## src/rtl/imem_loader.sv

```systemverilog
// Byte-wide instruction memory: stream loader writing big-endian bytes plus a registered fetch port.
// Optional running word checksum output is enabled by defining LOADER_CHECKSUM_EN.
module imem_loader #(
  parameter int MEM_BYTES = 28
) (
  input  logic        clk,
  input  logic        rst,
  input  logic        start,
  input  logic [31:0] start_addr,
  input  logic        wr_valid,
  input  logic [31:0] wr_data,
  input  logic        wr_last,
  output logic        wr_ready,
  output logic        busy,
  output logic        done,
  output logic        err,
  input  logic [31:0] fetch_addr,
  output logic [31:0] fetch_instr
`ifdef LOADER_CHECKSUM_EN
  ,
  output logic [31:0] checksum
`endif
);

  localparam int AW = (MEM_BYTES > 1) ? $clog2(MEM_BYTES) : 1;

  typedef enum logic [1:0] {IDLE, ACCEPT, WRITE, DONE} state_t;

  state_t      state;
  logic [31:0] ptr;
  logic [31:0] shift;
  logic        last;
  logic [1:0]  cnt;
  logic [7:0]  mem [MEM_BYTES];
  logic        fits;
  logic [31:0] fetch_next;

  // 33-bit compare so a base address near 2^32 cannot wrap into range.
  assign fits = ({1'b0, ptr} + 33'd4) <= 33'(MEM_BYTES);

  assign wr_ready = (state == ACCEPT);
  assign busy     = (state == ACCEPT) || (state == WRITE);
  assign done     = (state == DONE);

  always_ff @(posedge clk or posedge rst) begin
    if (rst) begin
      state <= IDLE;
      ptr   <= '0;
      shift <= '0;
      last  <= 1'b0;
      cnt   <= '0;
      err   <= 1'b0;
`ifdef LOADER_CHECKSUM_EN
      checksum <= '0;
`endif
    end else begin
      case (state)
        IDLE: begin
          if (start) begin
            ptr   <= start_addr;
            err   <= 1'b0;
            state <= ACCEPT;
`ifdef LOADER_CHECKSUM_EN
            checksum <= '0;
`endif
          end
        end
        ACCEPT: begin
          if (wr_valid) begin
            if (fits) begin
              shift <= wr_data;
              last  <= wr_last;
              cnt   <= '0;
              state <= WRITE;
`ifdef LOADER_CHECKSUM_EN
              checksum <= checksum + wr_data;
`endif
            end else begin
              // Word is consumed and dropped; nothing of it reaches memory.
              err   <= 1'b1;
              state <= DONE;
            end
          end
        end
        WRITE: begin
          shift <= {shift[23:0], 8'h00};
          ptr   <= ptr + 32'd1;
          cnt   <= cnt + 2'd1;
          if (cnt == 2'd3) begin
            state <= last ? DONE : ACCEPT;
          end
        end
        DONE: begin
          state <= IDLE;
        end
        default: begin
          state <= IDLE;
        end
      endcase
    end
  end

  // Contents are deliberately not reset.
  always_ff @(posedge clk) begin
    if (state == WRITE) begin
      mem[ptr[AW-1:0]] <= shift[31:24];
    end
  end

  for (genvar gi = 0; gi < 4; gi++) begin : g_rd
    logic [32:0] byte_addr;
    assign byte_addr = {1'b0, fetch_addr} + 33'(gi);
    assign fetch_next[31-8*gi -: 8] =
      (byte_addr < 33'(MEM_BYTES)) ? mem[byte_addr[AW-1:0]] : 8'h00;
  end

  always_ff @(posedge clk or posedge rst) begin
    if (rst) begin
      fetch_instr <= '0;
    end else begin
      fetch_instr <= fetch_next;
    end
  end

endmodule

```

## config.mk

```make
export PLATFORM = sky130hd
export DESIGN_NAME = imem_loader
export DESIGN_NICKNAME = d
export VERILOG_FILES = /design/src/rtl/imem_loader.sv
export SDC_FILE = /design/constraint.sdc
export NUM_CORES = 1
export LEC_CHECK = 0
export CORE_AREA = 3 3 225 227
export DETAILED_ROUTE_END_ITERATION = 8
export DIE_AREA = 0 0 228 230
export PLACE_DENSITY_LB_ADDON = 0.05
export SLEW_MARGIN = 20
export SYNTH_ARGS = -nofsm -noshare
export SYNTH_HDL_FRONTEND = slang
export SYNTH_SLANG_ARGS = --single-unit
export TNS_END_PERCENT = 50
```

## constraint.sdc

```tcl
create_clock -name clk -period 8.8 [get_ports clk]
set_clock_uncertainty 0.05 [all_clocks]
set_input_delay 1.32 -clock clk [delete_from_list [all_inputs] [get_ports clk]]
set_output_delay 1.32 -clock clk [all_outputs]
set_load 0.005 [all_outputs]
```

==> metrics, run 1 <==
status complete, no violations; R2R setup slack 4.14 ns; All-Layer GR Usage 26.0%; CP Data Required Time 9.23 ns; Post-synth EDFFs 224; Clock Latency Late Sink 0.57 ns; # Max-Cap Violations 0; Setup TNS 0 ns; layout cells sized above 1 23.3%; measured slew at the worst slew-check pin 1.11 ns; syn_nets 1,925; max-slew violations 0; first-pass GRT wire length 105 mm; post-CTS sizing 0; post-route cell area 25,200 um2; flops & latches, synth 326; Met3 Wirelength 5.36 mm; DR WL met2 32.8 mm; CTS Hold Bufs 0; Max Buffers Root-to-Sink 3; Gate power share 28.5%; post-route DRC violation count 0; initial antenna violation count 0; Post-Place Cells 2,477; P_sw 0.00203 W; worst setup path category input port to register; I/O pin count 137; VDD IR max 237 uV; unrepaired setup endpoints after global routing false; post-CTS setup buffer count 0; Layout Cells excl Fill 2,550; switching share of power 34.9%; Power Internal 0.00379 W; Port Buffers 136; CTS tree yes; initial core utilization 44.9%; ANT cells 0; Root Driver clkbuf_16; Setup Viol. Count Final 0; Critical Path Source fetch_addr[16]; H-tree levels 2; relative slew slack 25.4%; Design Power 0.00583 W; CTS clk-pin slew, worst paths 0.06 ns; post-DP HPWL 47.1 mm; largest net degree at the start of global routing 78; reg-to-reg critical path endpoint shift[13]; TritonRoute pass-1 iters 5; clk sinks 326; mapped cell area 21,900 um2; worst reg-to-reg path cell count 10; Area contributors post-synth edfxtp_1 31%, mux4_2 23%, dfrtp_1 12%; Post-DRT Antenna Nets 0; Post-synth ARST share 31.3%; DR top layer met4; WP data arrival 5.41 ns; row cnt 81; FMAX 201 MHz; post-layout net count 1,972; HP Class register to register; Layout area overhead 15.0%; worst r2r src ptr[2]; die area 52,400 um2; sequential share of power 40.9%; placed inst area 23,700 um2; Hold Fails Final Rpt 0; fin crit period 4.98 ns; Floorplan Core Area 48,800 um2; Ys Warns 0; most common cell in the netlist edfxtp_1; cells after synthesis 1,809; Final Cycle Share 56.6%; Crit. End Element register; Routed Wire Length 69.0 mm; Top FF cell, synth edfxtp_1; static leakage 8.52 nW; distinct cell type count after synthesis 83; vias in the first global route 16.4k; sequential fraction of the synthesis area 42.3%; post-route setup slack 3.82 ns; CP Launch Type input port; per-cell routed wire length 27.1 um; Setup WS pre-CTS 3.41 ns; GRT overflow 0; Avg Cell Area, Syn 12.1 um2; routed vias 16.8k; Synth top cells by count 224 x edfxtp_1, 222 x mux4_2, 182 x nor2_1; height of the die 230 um; Die Wd 228 um; gpl congestion 0.916; worst setup path end fetch_instr[18]; cell taking the most area after synthesis edfxtp_1; power per cell area 231 nW/um2; starting DRC count in detailed routing 1,476; Metal-1 WL 28.8 mm; Via density 6.58; Clk network pwr share 30.6%; CTS Buf Count 39; CP Max Fanout 17; post-synth top area share 30.7%
## state kept, by name, indices dropped and copies added, names as in the netlist
signal	cells
state	2
ptr	32
mem	224
last	1
cnt	2
fetch_instr	32
err	1
shift	32
## placed cells by master, fill, tap and decap left out, types with 14 or more instances in the layout
cell	count
nor4_1	32
clkbuf_16	41
dfrtp_1	98
and3_1	22
xnor2_1	26
o21ai_0	54
clkdlybuf4s50_1	132
nand2_1	96
buf_4	38
a221oi_1	18
inv_1	44
mux2_2	44
mux4_2	222
nand4_1	46
nand3_1	46
a21oi_1	105
nor2_1	173
nor3_1	28
mux2i_1	74
or2_2	14
edfxtp_1	224
a211oi_1	61
o22ai_1	14
## through the flow
step | util [%] | hold WS (ns)
3_3_place_gp | 48.5 | 0.434
6_report | 51.6 | 0.454
4_1_cts | 51.5 | 0.457
3_5_place_dp | 48.5 | 0.441
2_1_floorplan | - | 0.416
5_1_grt | 51.6 | 0.475
## kinds of logic after synthesis
family                   share of synthesized area (%)
flip-flops                                        42.3
buffers and inverters                             4.29
AO/OA/AOI/OAI                                     10.6
XOR/XNOR                                          1.52
multiplexers                                      28.5
adder cells (fa/ha/maj)                          0.856
AND/OR/NAND/NOR                                   11.9
## routing by layer
metal  up-vias  track usage [%]
met5         -                0
met4         0             8.19
met3       130             3.57
met2       795             42.0
met1      8559             36.7
li1       7287                -
## how the worst min path moves through the flow
| stage | from | to | cells after the start |
|---|---|---|---|
| 3_3_place_gp | shift[0] | shift[0] | 1 |
| 2_1_floorplan | shift[0] | shift[0] | 1 |
| 6_report | shift[4] | shift[4] | 1 |
| 3_5_place_dp | shift[6] | shift[6] | 1 |
| 4_1_cts | shift[0] | shift[0] | 1 |
| 5_1_grt | shift[6] | shift[6] | 1 |
## power groups by stage
stage                     registers [W]  clock network [W]  logic [W]
after global routing            0.00243            0.00188    0.00183
after detailed placement        0.00241                  0    0.00165
final                           0.00238            0.00178    0.00166
after global placement          0.00239                  0    0.00162
after floorplan                 0.00217                  0    0.00136
after CTS                       0.00238            0.00182    0.00166
## layout make-up
| class | count | area [um2] |
|---|---|---|
| Tap cell | 664 | 831 |
| Timing Repair Buffer | 175 | 1670 |
| Multi-Input combinational cell | 1267 | 11800 |
| Clock inverter | 23 | 324 |
| Inverter | 47 | 179 |
| Fill cell | 4338 | 23600 |
| Clock buffer | 48 | 1110 |
| Sequential cell | 326 | 9280 |
## worst max-delay path, cell delays in order
cell	delay, ns
clkdlybuf4s50_1	0.93
and4_1	0.52
nand3_1	0.35
or2_2	0.47
nand2b_1	0.19
a22o_1	0.22
nor4_1	0.40
nand4_1	0.68
nor2_1	0.30
Power figures use the tool's default switching activity.
==> inputs of run 2 (changes only) <==
- clock period: 8.8 -> 4.27 ns (I/O delays scaled with it)
==> run 2 against run 1 <==
  * Power increased by 100%
  * Via count about the same
  * Critical endpoint is now shift[16]
  * Sequential share of layout area decreased by 0.38 points
  * Clock-buffer cell count increased by 6
  * Die area unchanged
  * Largest power group unchanged
==> metrics, run 2 (synthesis gave the netlist of run 1 again) <==
Post-DRT Antenna Nets 0 (unchanged); CTS tree yes; commonest non-fill, non-tap cell in the layout edfxtp_1; routed vias 16.8k (+0.054%); post-DP HPWL 47.1 mm (about the same); row cnt 81 (unchanged); Max Buffers Root-to-Sink 3 (unchanged); max-slew violations 0 (unchanged); unrepaired setup endpoints after global routing false; post-route DRC violation count 0 (unchanged); CTS Hold Bufs 0 (unchanged); fin crit period 3.93 ns; relative slew slack 21.6% (-3.8 points); WP data arrival 4.33 ns (-1.08 ns); Final Cycle Share 92.1%; Floorplan Core Area 48,800 um2 (unchanged); FMAX 254 MHz; I/O pin count 137 (unchanged); largest net degree at the start of global routing 146 (+87%); ANT cells 0 (unchanged); Via density 6.44 (-2.1%); VDD IR max 543 uV (+130%); starting DRC count in detailed routing 1,607 (+8.9%); Clock Latency Late Sink 0.57 ns (about the same); first-pass GRT wire length 104 mm (-1.1%); Layout area overhead 16.2%; Crit-path slowest cell or4_1; worst-path cell chain ha_1 -> nand4_1 -> or4_1 -> or4_1 -> a211oi_1 -> nand4_2 -> nor3_4 -> buf_12 -> mux2_2 -> a221oi_1; per-cell routed wire length 26.1 um (-3.5%); post-route cell area 25,500 um2 (+1.0%); most frequent cells in the layout 224 x edfxtp_1, 222 x mux4_2, 178 x nor2_1; WHS 0.452 ns (-0.00250 ns); post-CTS setup buffer count 0 (unchanged); max reg flops 224 (unchanged); Post-Place Cells 2,533 (+2.3%); CP Data Required Time 4.67 ns (-4.56 ns); # Max-Cap Violations 0 (unchanged); All-Layer GR Usage 25.8% (-0.22 points); clk sinks 326 (unchanged); Layout Cells excl Fill 2,606 (+2.2%); Root Driver clkbuf_16; Hold Fails Final Rpt 0 (unchanged); worst setup path category register to register; cell mode on critical path or4_1; post-CTS sizing 0 (unchanged); Setup Viol. Count Final 0 (unchanged); initial core utilization 44.9% (unchanged); CTS clk-pin slew, worst paths 0.06 ns (about the same); Port Buffers 136 (unchanged); CP bufs+invs 1 (unchanged); Hold Crit Start shift[4]; post-layout net count 2,027 (+2.8%); CTS Buf Count 40 (+2.6%); power per cell area 460 nW/um2 (+99%); die area 52,400 um2 (unchanged); GRT overflow 0 (unchanged); CP Launch Type register; CP Max Fanout 34 (+17); H-tree levels 2 (unchanged); placed inst area 24,200 um2 (+1.9%); Die Wd 228 um (unchanged); gpl congestion 0.942 (+2.8%); measured slew at the worst slew-check pin 1.17 ns (+0.0527 ns); static leakage 8.72 nW (+2.4%); layout cells sized above 1 24.7% (+1.3 points); Crit path largest cell delay 0.66 ns (-0.27 ns); Routed Wire Length 68.1 mm (-1.3%); initial antenna violation count 0 (unchanged); Setup TNS 0 ns (unchanged); Crit. End Element register; TritonRoute pass-1 iters 7 (+2); vias in the first global route 16.5k (+0.12%); HP Class register to register; status complete, no violations; worst r2r src ptr[2]; Critical Path Source ptr[2]; CP top delay family simple AND/OR/NAND/NOR gates; height of the die 230 um (unchanged)
-- run 2: changes by cell type in the layout (fill, tap and decap cells not counted), sizes merged --
cell / change
clkbuf: +6
clkinvlp: -2
bufinv: -6
clkinv: +4
buf: +54
-- run 2: worst paths after layout --
kind	to	slack, ns	cells after the start
setup / recovery	shift[16]	0.34	10
hold / removal	shift[4]	0.45	1
setup reg to reg	shift[16]	0.34	10
hold reg to reg	shift[4]	0.45	1
max in group asynchronous	fetch_instr[0]	2.83	3
min in group asynchronous	ptr[26]	0.55	2
-- run 2: cell type report --
class | instances | area (um2)
clock buffer | 54 | 1150
clock inverter | 19 | 131
fill | 4316 | 23400
inverter | 47 | 179
multi-input combinational | 1267 | 11800
sequential | 326 | 9280
tap | 664 | 831
timing repair buffer | 229 | 2100
-- run 2: metal layers --
metal	track usage [%]	routed length [um]
met2	42.3	32700
met4	9.19	2290
met5	0	0
met3	4.44	4580
met1	34.8	28500
-- run 2: where the power goes --
| part | switching [W] | internal [W] | total [W] | leakage [nW] |
|---|---|---|---|---|
| Sequential | 0.000765 | 0.00408 | 0.00485 | 3.25 |
| Clock | 0.00136 | 0.00195 | 0.00331 | 0.635 |
| Combinational | 0.00205 | 0.00150 | 0.00355 | 4.83 |
| Total | 0.00417 | 0.00753 | 0.0117 | 8.72 |
-- run 2: worst reg2reg max path, cell delays in order (launching register included) --
cell and delay, ns:
dfrtp_1 0.35, ha_1 0.28, nand4_1 0.18, or4_1 0.66
or4_1 0.54, a211oi_1 0.42, nand4_2 0.23, nor3_4 0.21
buf_12 0.27, mux2_2 0.37, a221oi_1 0.26
-- run 2: through the flow --
step                      util [%]  total power [W]  setup slack (ns)
after floorplan                  -          0.00728            0.0927
after global placement        49.5          0.00835             0.349
after detailed placement      49.5          0.00843             0.256
after CTS                     52.1           0.0118             0.290
after global routing          52.1           0.0124            0.0636
final                         52.1           0.0117             0.337
==> inputs of run 3 (changes only) <==
- clock period: 4.27 -> 5.07 ns (I/O delays scaled with it)
==> run 3 against run 2 <==
  * First-iteration DRC count shrank 7.0%
  * Design area fell by 0.90%
  * Global-route usage decreased by 0.56 points
  * Power shrank 16%
  * Critical endpoint is now shift[27]
  * Highest routed layer unchanged
==> metrics, run 3 (synthesis gave the netlist of run 1 again) <==
Port Buffers 136 (unchanged); worst setup path category register to register; status complete, no violations; initial antenna violation count 0 (unchanged); Hold Crit Start shift[1]; HP Class register to register; CP top delay family simple AND/OR/NAND/NOR gates; placed inst area 23,900 um2 (-1.0%); Crit path largest cell delay 0.73 ns (+0.07 ns); Root Driver clkbuf_16; GRT overflow 0 (unchanged); Setup WS pre-CTS 0.486 ns (+0.231 ns); Setup TNS 0 ns (unchanged); post-CTS setup buffer count 0 (unchanged); worst r2r src ptr[2]; CP Launch Type register; post-DP HPWL 45.9 mm (-2.6%); TritonRoute pass-1 iters 5 (-2); height of the die 230 um (unchanged); CP bufs+invs 2 (+1); post-route setup slack 0.570 ns (+0.233 ns); Post-DRT Antenna Nets 0 (unchanged); VDD IR max 550 uV (+1.4%); CTS Buf Count 38 (-5.0%); clk sinks 326 (unchanged); CP Data Required Time 5.41 ns (+0.74 ns); static leakage 8.55 nW (-1.9%); routed vias 16.7k (-0.74%); R2R setup slack 0.57 ns (+0.23 ns); Die Wd 228 um (unchanged); Routed Wire Length 66.9 mm (-1.8%); max-slew violations 0 (unchanged); per-cell routed wire length 26.0 um (-0.35%); max reg flops 224 (unchanged); row cnt 81 (unchanged); Via density 6.48 (+0.69%); fin crit period 4.50 ns (+0.567 ns); commonest non-fill, non-tap cell in the layout edfxtp_1; die area 52,400 um2 (unchanged); Layout area overhead 15.1%; # Max-Cap Violations 0 (unchanged); Design Power 0.00984 W (-16%); measured slew at the worst slew-check pin 1.12 ns (-0.0516 ns); most frequent cells in the layout 224 x edfxtp_1, 222 x mux4_2, 177 x nor2_1; layout cells sized above 1 23.1% (-1.5 points); post-layout net count 1,993 (-1.7%); largest net degree at the start of global routing 145 (-0.68%); WP data arrival 4.84 ns (+0.51 ns); worst reg-to-reg path cell count 11 (+1); FMAX 222 MHz (-13%); Max Buffers Root-to-Sink 3 (unchanged); post-CTS sizing 0 (unchanged); vias in the first global route 16.1k (-1.9%); reg-to-reg critical path endpoint shift[27]; post-route DRC violation count 0 (unchanged); relative slew slack 25.3% (+3.7 points); Final Cycle Share 88.8% (-3.4 points); CTS tree yes; gpl congestion 0.915 (-2.9%); CP Max Fanout 29 (-15%); Floorplan Core Area 48,800 um2 (unchanged); Hold Path End shift[1]; Setup Viol. Count Final 0 (unchanged); first-pass GRT wire length 101 mm (-2.6%); Hold Path Stages 1 (unchanged); power per cell area 390 nW/um2 (-15%); Clock Latency Late Sink 0.55 ns (-0.02 ns); CTS Hold Bufs 0 (unchanged); I/O pin count 137 (unchanged); unrepaired setup endpoints after global routing false; initial core utilization 44.9% (unchanged); H-tree levels 2 (unchanged); worst-path cell chain ha_1 -> nand4_1 -> or4_1 -> or4_1 -> a211oi_1 -> nand4_2 -> nor3_4 -> buf_4 -> buf_4 -> mux2i_1 -> a221oi_2; All-Layer GR Usage 25.2% (-0.56 points); CTS clk-pin slew, worst paths 0.07 ns (about the same); Crit-path slowest cell or4_1; starting DRC count in detailed routing 1,494 (-7.0%); fillers 4,276 (-0.93%); Crit. End Element register; Hold Fails Final Rpt 0 (unchanged); ANT cells 0 (unchanged); post-route cell area 25,200 um2 (-0.90%)
-- run 3: layer usage --
metal | GRT usage (%) | wire, um | part of all wire, % | up-vias
met5 | 0 | 0 | 0 | -
met1 | 34.5 | 27700 | 41 | 8484
met4 | 7.56 | 1970 | 2.9 | 0
met3 | 4.40 | 5190 | 7.8 | 113
met2 | 41.5 | 32000 | 48 | 711
li1 | - | - | - | 7348
-- run 3: worst max-delay path by stage --
stage / to / slack [ns] / start / cells past startpoint
floorplan: fetch_instr[17] / 0.77 / fetch_addr[0] / 13
global placement: shift[25] / 0.69 / ptr[2] / 11
detailed placement: fetch_instr[12] / 0.49 / fetch_addr[5] / 9
finish: shift[27] / 0.57 / ptr[2] / 11
CTS: shift[18] / 0.55 / ptr[2] / 10
global route: shift[18] / 0.20 / ptr[2] / 10
-- run 3: area by class of cell --
type                       instances  area (um2)  area share, %
clock inverter                    11         184          0.729
clock buffer                      57        1080           4.30
tap                              664         831           3.29
sequential                       326        9280           36.8
inverter                          47         179          0.709
multi-input combinational       1267       11800           46.7
timing repair buffer             197        1880           7.46
-- run 3: worst reg2reg max path, stage by stage (launching register included) --
cell	delay, ns
dfrtp_1	0.59
ha_1	0.34
nand4_1	0.17
or4_1	0.73
or4_1	0.57
a211oi_1	0.46
nand4_2	0.25
nor3_4	0.16
buf_4	0.42
buf_4	0.28
mux2i_1	0.24
a221oi_2	0.09
-- run 3: stage by stage --
stage	instances	hold WS [ns]	utilization (%)
after global routing	2569	0.476	51.6
after global placement	2500	0.433	49.0
after CTS	2568	0.458	51.6
after floorplan	1809	0.416	-
final	2569	0.454	51.6
after detailed placement	2500	0.437	49.0
-- run 3: report_power, final --
part / internal [W] / switching (W)
logic: 0.00123 / 0.00167
clock network: 0.00173 / 0.00111
registers: 0.00344 / 0.000667
total: 0.00639 / 0.00345
